## config.mk

```make
export PLATFORM = sky130hd
export DESIGN_NAME = pipe_skid_stage
export DESIGN_NICKNAME = d
export VERILOG_FILES = /design/src/rtl/pipe_skid_stage.sv
export SDC_FILE = /design/constraint.sdc
export NUM_CORES = 1
export LEC_CHECK = 0
export ABC_AREA = 1
export BUFFER_PORTS_ARGS = -buffer_cell sky130_fd_sc_hd__buf_2
export CAP_MARGIN = 5
export CORE_UTILIZATION = 59
export DETAILED_ROUTE_END_ITERATION = 6
export GPL_ROUTABILITY_DRIVEN = 0
export MAX_ROUTING_LAYER = met4
export PLACE_DENSITY = 0.95
export SYNTH_ARGS = -nofsm -noshare
export SYNTH_HDL_FRONTEND = slang
export SYNTH_SLANG_ARGS = --single-unit
```

## constraint.sdc

```tcl
create_clock -name clk -period 2.17 [get_ports clk]
set_input_delay 0.434 -clock clk [delete_from_list [all_inputs] [get_ports clk]]
set_output_delay 0.434 -clock clk [all_outputs]
set_load 0.02 [all_outputs]
```

## src/rtl/pipe_skid_stage.sv

```systemverilog
// Valid/ready pipeline stage: either a two-entry skid buffer with a registered
// in_ready, or a single register with pass-through ready. Includes a stall counter.
module pipe_skid_stage #(
  parameter int unsigned     DW         = 128,
  parameter int unsigned     SKID       = 1,
  parameter logic [DW-1:0]   BUBBLE_VAL = {DW{1'b0}},
  parameter int unsigned     CW         = 16
) (
  input  logic          clk,
  input  logic          rst,
  input  logic          flush,
  input  logic          in_valid,
  output logic          in_ready,
  input  logic [DW-1:0] in_data,
  output logic          out_valid,
  input  logic          out_ready,
  output logic [DW-1:0] out_data,
  output logic [1:0]    occupancy,
  input  logic          clr_stats,
  output logic [CW-1:0] stall_cnt
);

  typedef enum logic [1:0] {
    ST_EMPTY = 2'd0,
    ST_ONE   = 2'd1,
    ST_TWO   = 2'd2
  } state_e;

  state_e        state_q, state_d;
  logic [DW-1:0] main_q, main_d;
  logic [DW-1:0] skid_q, skid_d;
  logic          rdy_q, rdy_d;
  logic [CW-1:0] stall_q, stall_d;
  logic          accept_s;
  logic          fire_s;

  assign out_valid = (state_q != ST_EMPTY);
  assign out_data  = main_q;
  assign occupancy = state_q;
  assign stall_cnt = stall_q;
  assign accept_s  = in_valid & in_ready;
  assign fire_s    = out_valid & out_ready;

  // Skid mode breaks the out_ready -> in_ready path with a flop; otherwise ready passes through.
  generate
    if (SKID != 0) begin : g_skid
      assign in_ready = rdy_q;
    end else begin : g_pass
      assign in_ready = out_ready | ~out_valid;
    end
  endgenerate

  // Occupancy FSM and payload steering; vacated entries fall back to BUBBLE_VAL.
  always_comb begin
    state_d = state_q;
    main_d  = main_q;
    skid_d  = skid_q;
    case (state_q)
      ST_EMPTY: begin
        if (accept_s) begin
          main_d  = in_data;
          state_d = ST_ONE;
        end else begin
          state_d = ST_EMPTY;
        end
      end
      ST_ONE: begin
        if (accept_s && fire_s) begin
          main_d = in_data;
        end else if (accept_s) begin
          skid_d  = in_data;
          state_d = ST_TWO;
        end else if (fire_s) begin
          main_d  = BUBBLE_VAL;
          state_d = ST_EMPTY;
        end else begin
          state_d = ST_ONE;
        end
      end
      ST_TWO: begin
        if (fire_s) begin
          main_d  = skid_q;
          skid_d  = BUBBLE_VAL;
          state_d = ST_ONE;
        end else begin
          state_d = ST_TWO;
        end
      end
      default: begin
        main_d  = BUBBLE_VAL;
        skid_d  = BUBBLE_VAL;
        state_d = ST_EMPTY;
      end
    endcase
    if (flush) begin
      main_d  = BUBBLE_VAL;
      skid_d  = BUBBLE_VAL;
      state_d = ST_EMPTY;
    end
    rdy_d = (state_d != ST_TWO);
  end

  // Saturating backpressure counter; clr_stats wins over the increment.
  always_comb begin
    stall_d = stall_q;
    if (clr_stats) begin
      stall_d = {CW{1'b0}};
    end else if (out_valid && !out_ready && (stall_q != {CW{1'b1}})) begin
      stall_d = stall_q + CW'(1);
    end else begin
      stall_d = stall_q;
    end
  end

  // State registers with synchronous reset.
  always_ff @(posedge clk) begin
    if (rst) begin
      state_q <= ST_EMPTY;
      main_q  <= BUBBLE_VAL;
      skid_q  <= BUBBLE_VAL;
      rdy_q   <= 1'b1;
      stall_q <= {CW{1'b0}};
    end else begin
      state_q <= state_d;
      main_q  <= main_d;
      skid_q  <= skid_d;
      rdy_q   <= rdy_d;
      stall_q <= stall_d;
    end
  end

endmodule

```

* Word-level counts from Yosys, hierarchy flattened
Index checks and enable logic that the tools add are counted.
Operators by class: $add $sub $neg 1, muxes and demuxes 15, reductions and logical operators 10, bitwise logic cells 3, equal/unequal tests 10
Operators with widths (count):
- 128-bit 2-to-1 mux | 6
- 128-bit case mux with 3 select lines | 2
- 16-bit by 1-bit adder with 16-bit output (second input constant) | 1
- 16-bit != test (second input constant) | 1
- 2-bit != test (second input constant) | 5
- 2-bit 2-to-1 mux | 4
- 4-bit AND reduction | 2
- 3-bit != test (second input constant) | 2
- 2-bit case mux with 3 select lines | 1
- 2-bit OR reduction | 2
- 1-bit logical AND | 3
- 1-bit AND | 2
- 2-bit by 1-bit == test with 1-bit output (second input constant) | 1
- 2-bit == test (second input constant) | 1
- 2-bit zero test | 1
- 1-bit 2-to-1 mux | 2
- 2-bit nonzero test | 1
- 1-bit zero test | 1
- 1-bit NOT | 1
Storage, ports and cells: input bits 134, register bits after elaboration 275, output and inout port bits 148, word-level logic and storage cells 44

* Depth between registers and ports, before layout
word-level depth 8, mapped depth 9, depth with buffers taken out 9

* Worst setup path before layout
No wires, ideal clock.
kind register -> register, start reg state_q[1], in the netlist occupancy[1], end reg main_q[14], in the netlist out_data[14], library setup time 0.070 ns, period minus slack after synthesis 1.618 ns, cell stages (with the launch flop) 9, required time 2.100 ns, arrival 1.548 ns, buffers on the path 2, setup slack 0.552 ns, path through dfxtp_1 -> nor2_2 -> inv_2 -> nand2_1 -> o211ai_2 -> clkbuf_1 -> buf_2 -> o21ai_1 -> a21oi_1
On the way: word-level cells in the longest chain between the ends 5, elaborated cells on any way between the ends 13, classes of those cells 6 x eq/ne; 2 x mux; 1 x bitwise; 4 x reduce/logical
RTL lines:
- start, declared | RTL line 29 | state_e state_q, state_d;
- start signal, assigned | RTL line 124 | state_q <= state_d;
- 2-bit nonzero test (*) | RTL line 37 | assign out_valid = (state_q != ST_EMPTY);
- net out_valid | RTL line 15 | output logic out_valid,
- 1-bit AND (*) | RTL line 42 | assign fire_s = out_valid & out_ready;
- 1-bit logical AND | RTL line 68 | if (accept_s && fire_s) begin
- 3-bit != test (no source line) / 128-bit 2-to-1 mux (equally long branches)
- 4-bit AND reduction (no source line) / 128-bit case mux with 3 select lines (equally long branches)
- end signal, assigned | RTL line 125 | main_q <= main_d;
- end, declared | RTL line 30 | logic [DW-1:0] main_q, main_d;
Mark *: on every way through the listed nets, which the timed path passes. The rest lies on a longest branch. A chain may end at the register's enable or synchronous reset.

* Worst setup path after layout
start reg state_q[0], in the netlist occupancy[0], end reg main_q[62], in the netlist out_data[62]
On the way: word-level cells in the longest chain between the ends 5, elaborated cells on any way between the ends 13, classes of those cells 6 x eq/ne; 2 x mux; 1 x bitwise; 4 x reduce/logical
RTL lines (RTL line):
- 2-bit nonzero test | 37
- 1-bit AND | 42
- 1-bit logical AND | 68
- 3-bit != test (no source line) / 128-bit 2-to-1 mux (equally long branches)
- 4-bit AND reduction (no source line) / 128-bit case mux with 3 select lines (equally long branches)
Several ways; a longest one is shown, not always the timed one.

==> results.toml <==
[power]
ir_drop_mv = 0.5977
clockPowerShare = 0.446
combPwrFrac = 0.113
p_per_area_mw_per_mm2 = 792.3
swShare = 0.2566
finalPower_mw = 11.95
power.internal_mw = 8.884
power_leakage_nw = 6.375
power.net_switching_mw = 3.067
pwr-share-seq = 0.442

[critical_path]
worstPathRequired_ns = 2.63
rrSetupSlack_ns = 0.21
r2r_start = "occupancy[0]"
path_class = "flop to flop"
crit_fanout = 24
worstPathArrival_ns = 2.42
critPathCaptureType = "flop"
r2r_end = "out_data[62]"
cpPeakStageDelay_ns = 0.42
cpMaxStageDelayCell = "dfxtp_1"
crit_path_start_kind = "flop"
critPathTopFamily = "buffers and inverters"
path_common_cell = "nand2_1"
crit_buf_inv = 3
crit_chain = "nor2_4 -> inv_2 -> nand2_1 -> o211ai_4 -> inv_4 -> buf_4 -> nand2_1 -> a21oi_1"
path_depth = 8
ff2ff_path_depth = 8

[sta]
period_minus_slack_ns = 1.955
setup_violations = 0
finalClockSkew_ns = 0.009729
hold_viol = 0
setup_ws_ns = 0.2145
max_freq_ghz = 0.5114
rsz0062_at_grt = "false"
worstMarginPinSlew_ns = 0.6891
post-route-period-util = 0.9011
fin_tns_setup_ns = 0
finalMaxSlewViolations = 0
slew_headroom = 0.5406

[clocking]
cts_root_buffer = "clkbuf_16"
clockBufferDepth = 3
insertion_delay_ns = 0.55
clkSinkCount = 275
cts_tree = "yes"
cts_resized = 0
cts_max_level = 1
cts_buffers = 29
hold_buffers = 0
post-cts-setup-buffers = 0
cts.clk_slew.worst_paths_ns = 0.06

[placed_design]
portBuffers = 281
dpl.hpwl_um = 23140
place_ws_ns = 0.1893

[detailed_routing]
drtIter0Drc = 1386
antenna_left = 0
vias = 14036
routed_wl_um = 38850
wl_per_cell_um = 16.26
drc = 0
vias_per_cell = 5.875
drt-pass1-iter-count = 6

[hold_path]
hold_class = "primary input to flop"
hold_depth = 2
min_delay_worst_endpoint = "occupancy[0]"
hp-start = "flush"

[logic_synthesis]
synth_area_mm2 = 0.01243
yosysTopAreaCell = "dfxtp_1"
synthSimpleGateAreaFrac = 0.2717
synthAdderAreaFrac = 0.001007
synth_cell_types = 22
ys_ff_latch = 275
yosys.area_share.xor_xnor = 0.004227
netlist_top_cells_area = "dfxtp_1, nand2_1, a21oi_1, o21ai_0, nor2_1"
muxShareOfSynthArea = 0
syn_avg_cell_area_um2 = 6.591
synth_top_area_frac = 0.4429
syn_inst = 1886
yosys_warnings = 0
synth_top_family_by_area = "simple AND/OR/NAND/NOR gates"
synth-compound-area-share = 0.2131
seq_area_frac_synth = 0.4429
syn-num-nets = 2021

[global_routing]
grt_util_met3 = 0.06584
grt_pass1_vias = 12941
use_met2 = 0.5630
grt_max_degree = 129
gr-usage-met1 = 0.4292
grt_antenna_before_repair = 3
grt_use_total = 0.3548
grt_pass1_wl_um = 62010
busiest_layer = "met2"
gr-total-overflow = 0

[floorplanning]
dieArea_mm2 = 0.02165
fp.dieW_um = 147.2
die_h_um = 147.2
core_mm2 = 0.02043
rows = 52
initial_core_util = 0.6085
io_pins = 282

[finish]
drive_gt1_frac = 0.1806
final_util = 0.7383
fin_nets = 2227
syn2layout_area_growth_pct = 21.34

[flow_run]
max_cap_viol_count = 0

[run_status]
status = "completed"
## per-layer routing
| layer | up-vias | part of all wire |
|---|---|---|
| li1 | 6516 | - |
| met1 | 6455 | 0.38 |
| met2 | 886 | 0.47 |
| met3 | 179 | 0.099 |
| met4 | 0 | 0.050 |
| met5 | - | 0 |
## Yosys cell counts, drive strengths merged
cell and count:
nor3 3, xnor2 3, nand3 17, buf 85
inv 50, ha 1, a21oi 270, dfxtp 275
o21ai 256, nor2 158, clkbuf 57, xor2 3
nand2 701, o211ai 1, nand4 6
## area by class of cell
class / count / area (um2)
multi-input combinational: 1419 / 6140
clock inverter: 14 / 201.4
clock buffer: 40 / 827.0
timing repair buffer: 317 / 1864
sequential: 275 / 5505
fill: 1475 / 5346
inverter: 50 / 197.7
antenna: 4 / 10.01
tap: 270 / 337.8
## worst register-to-register path, delay by kind of cell, from the launching register on
family / cells / cell delay, ns
AO/OA/AOI/OAI: 2 / 0.33
AND/OR/NAND/NOR: 3 / 0.43
buffers and inverters: 3 / 0.68
flip-flops: 1 / 0.42
## sequential cells by signal, indices dropped and copies added, names as in the netlist
signal,count
out_data,128
skid_q,128
in_ready,1
occupancy,2
stall_cnt,16
## power by group through the flow
| stage | Combinational [mW] | Clock [mW] | Sequential [mW] |
|---|---|---|---|
| 6_report | 1.35 | 5.33 | 5.28 |
| 5_1_grt | 1.46 | 5.56 | 5.29 |
| 4_1_cts | 1.32 | 5.34 | 5.27 |
| 3_5_place_dp | 1.30 | 0 | 5.38 |
| 3_3_place_gp | 1.26 | 0 | 5.38 |
| 2_1_floorplan | 0.716 | 0 | 5.47 |
## worst max-delay path by stage
stage                         end         start  slack (ns)
floorplan            out_data[14]  occupancy[1]        0.55
global placement     out_data[46]  occupancy[1]        0.23
detailed placement  out_data[120]  occupancy[1]        0.19
CTS                  out_data[14]  occupancy[1]        0.16
global route         out_data[62]  occupancy[0]        0.08
finish               out_data[62]  occupancy[0]        0.21
## cell usage in the layout, fill, tap and decap left out, types with 2 or more instances in the layout
cell       instances
nand2_1          701
buf_2            281
dfxtp_1          275
a21oi_1          270
o21ai_0          175
nor2_1           152
o21ai_1           80
inv_1             43
clkbuf_16         29
buf_4             21
nand3_1           16
buf_12            15
clkinv_2           7
nand4_1            6
clkbuf_8           6
clkbuf_1           5
bufinv_16          5
diode_2            4
nor2_4             4
inv_2              4
nor3_1             3
xnor2_1            3
xor2_1             3
inv_4              2
inv_6              2
nor2_2             2
## metrics by stage
| stage | hold slack, ns | std cells | area, um2 |
|---|---|---|---|
| CTS | 0.1043 | 2379 | 15030 |
| global route | 0.1197 | 2388 | 15080 |
| finish | 0.1256 | 2389 | 15080 |
| floorplan | 0.4216 | 1886 | 12430 |
| global placement | 0.4285 | 2325 | 14000 |
| detailed placement | 0.4390 | 2325 | 14000 |
## cells by family after synthesis
group           Yosys count
simple gates            885
fa+ha+maj                 1
buf+inv                 192
compound gates          527
flops                   275
xor+xnor                  6
Note: power is estimated with default switching activity, not from simulation.
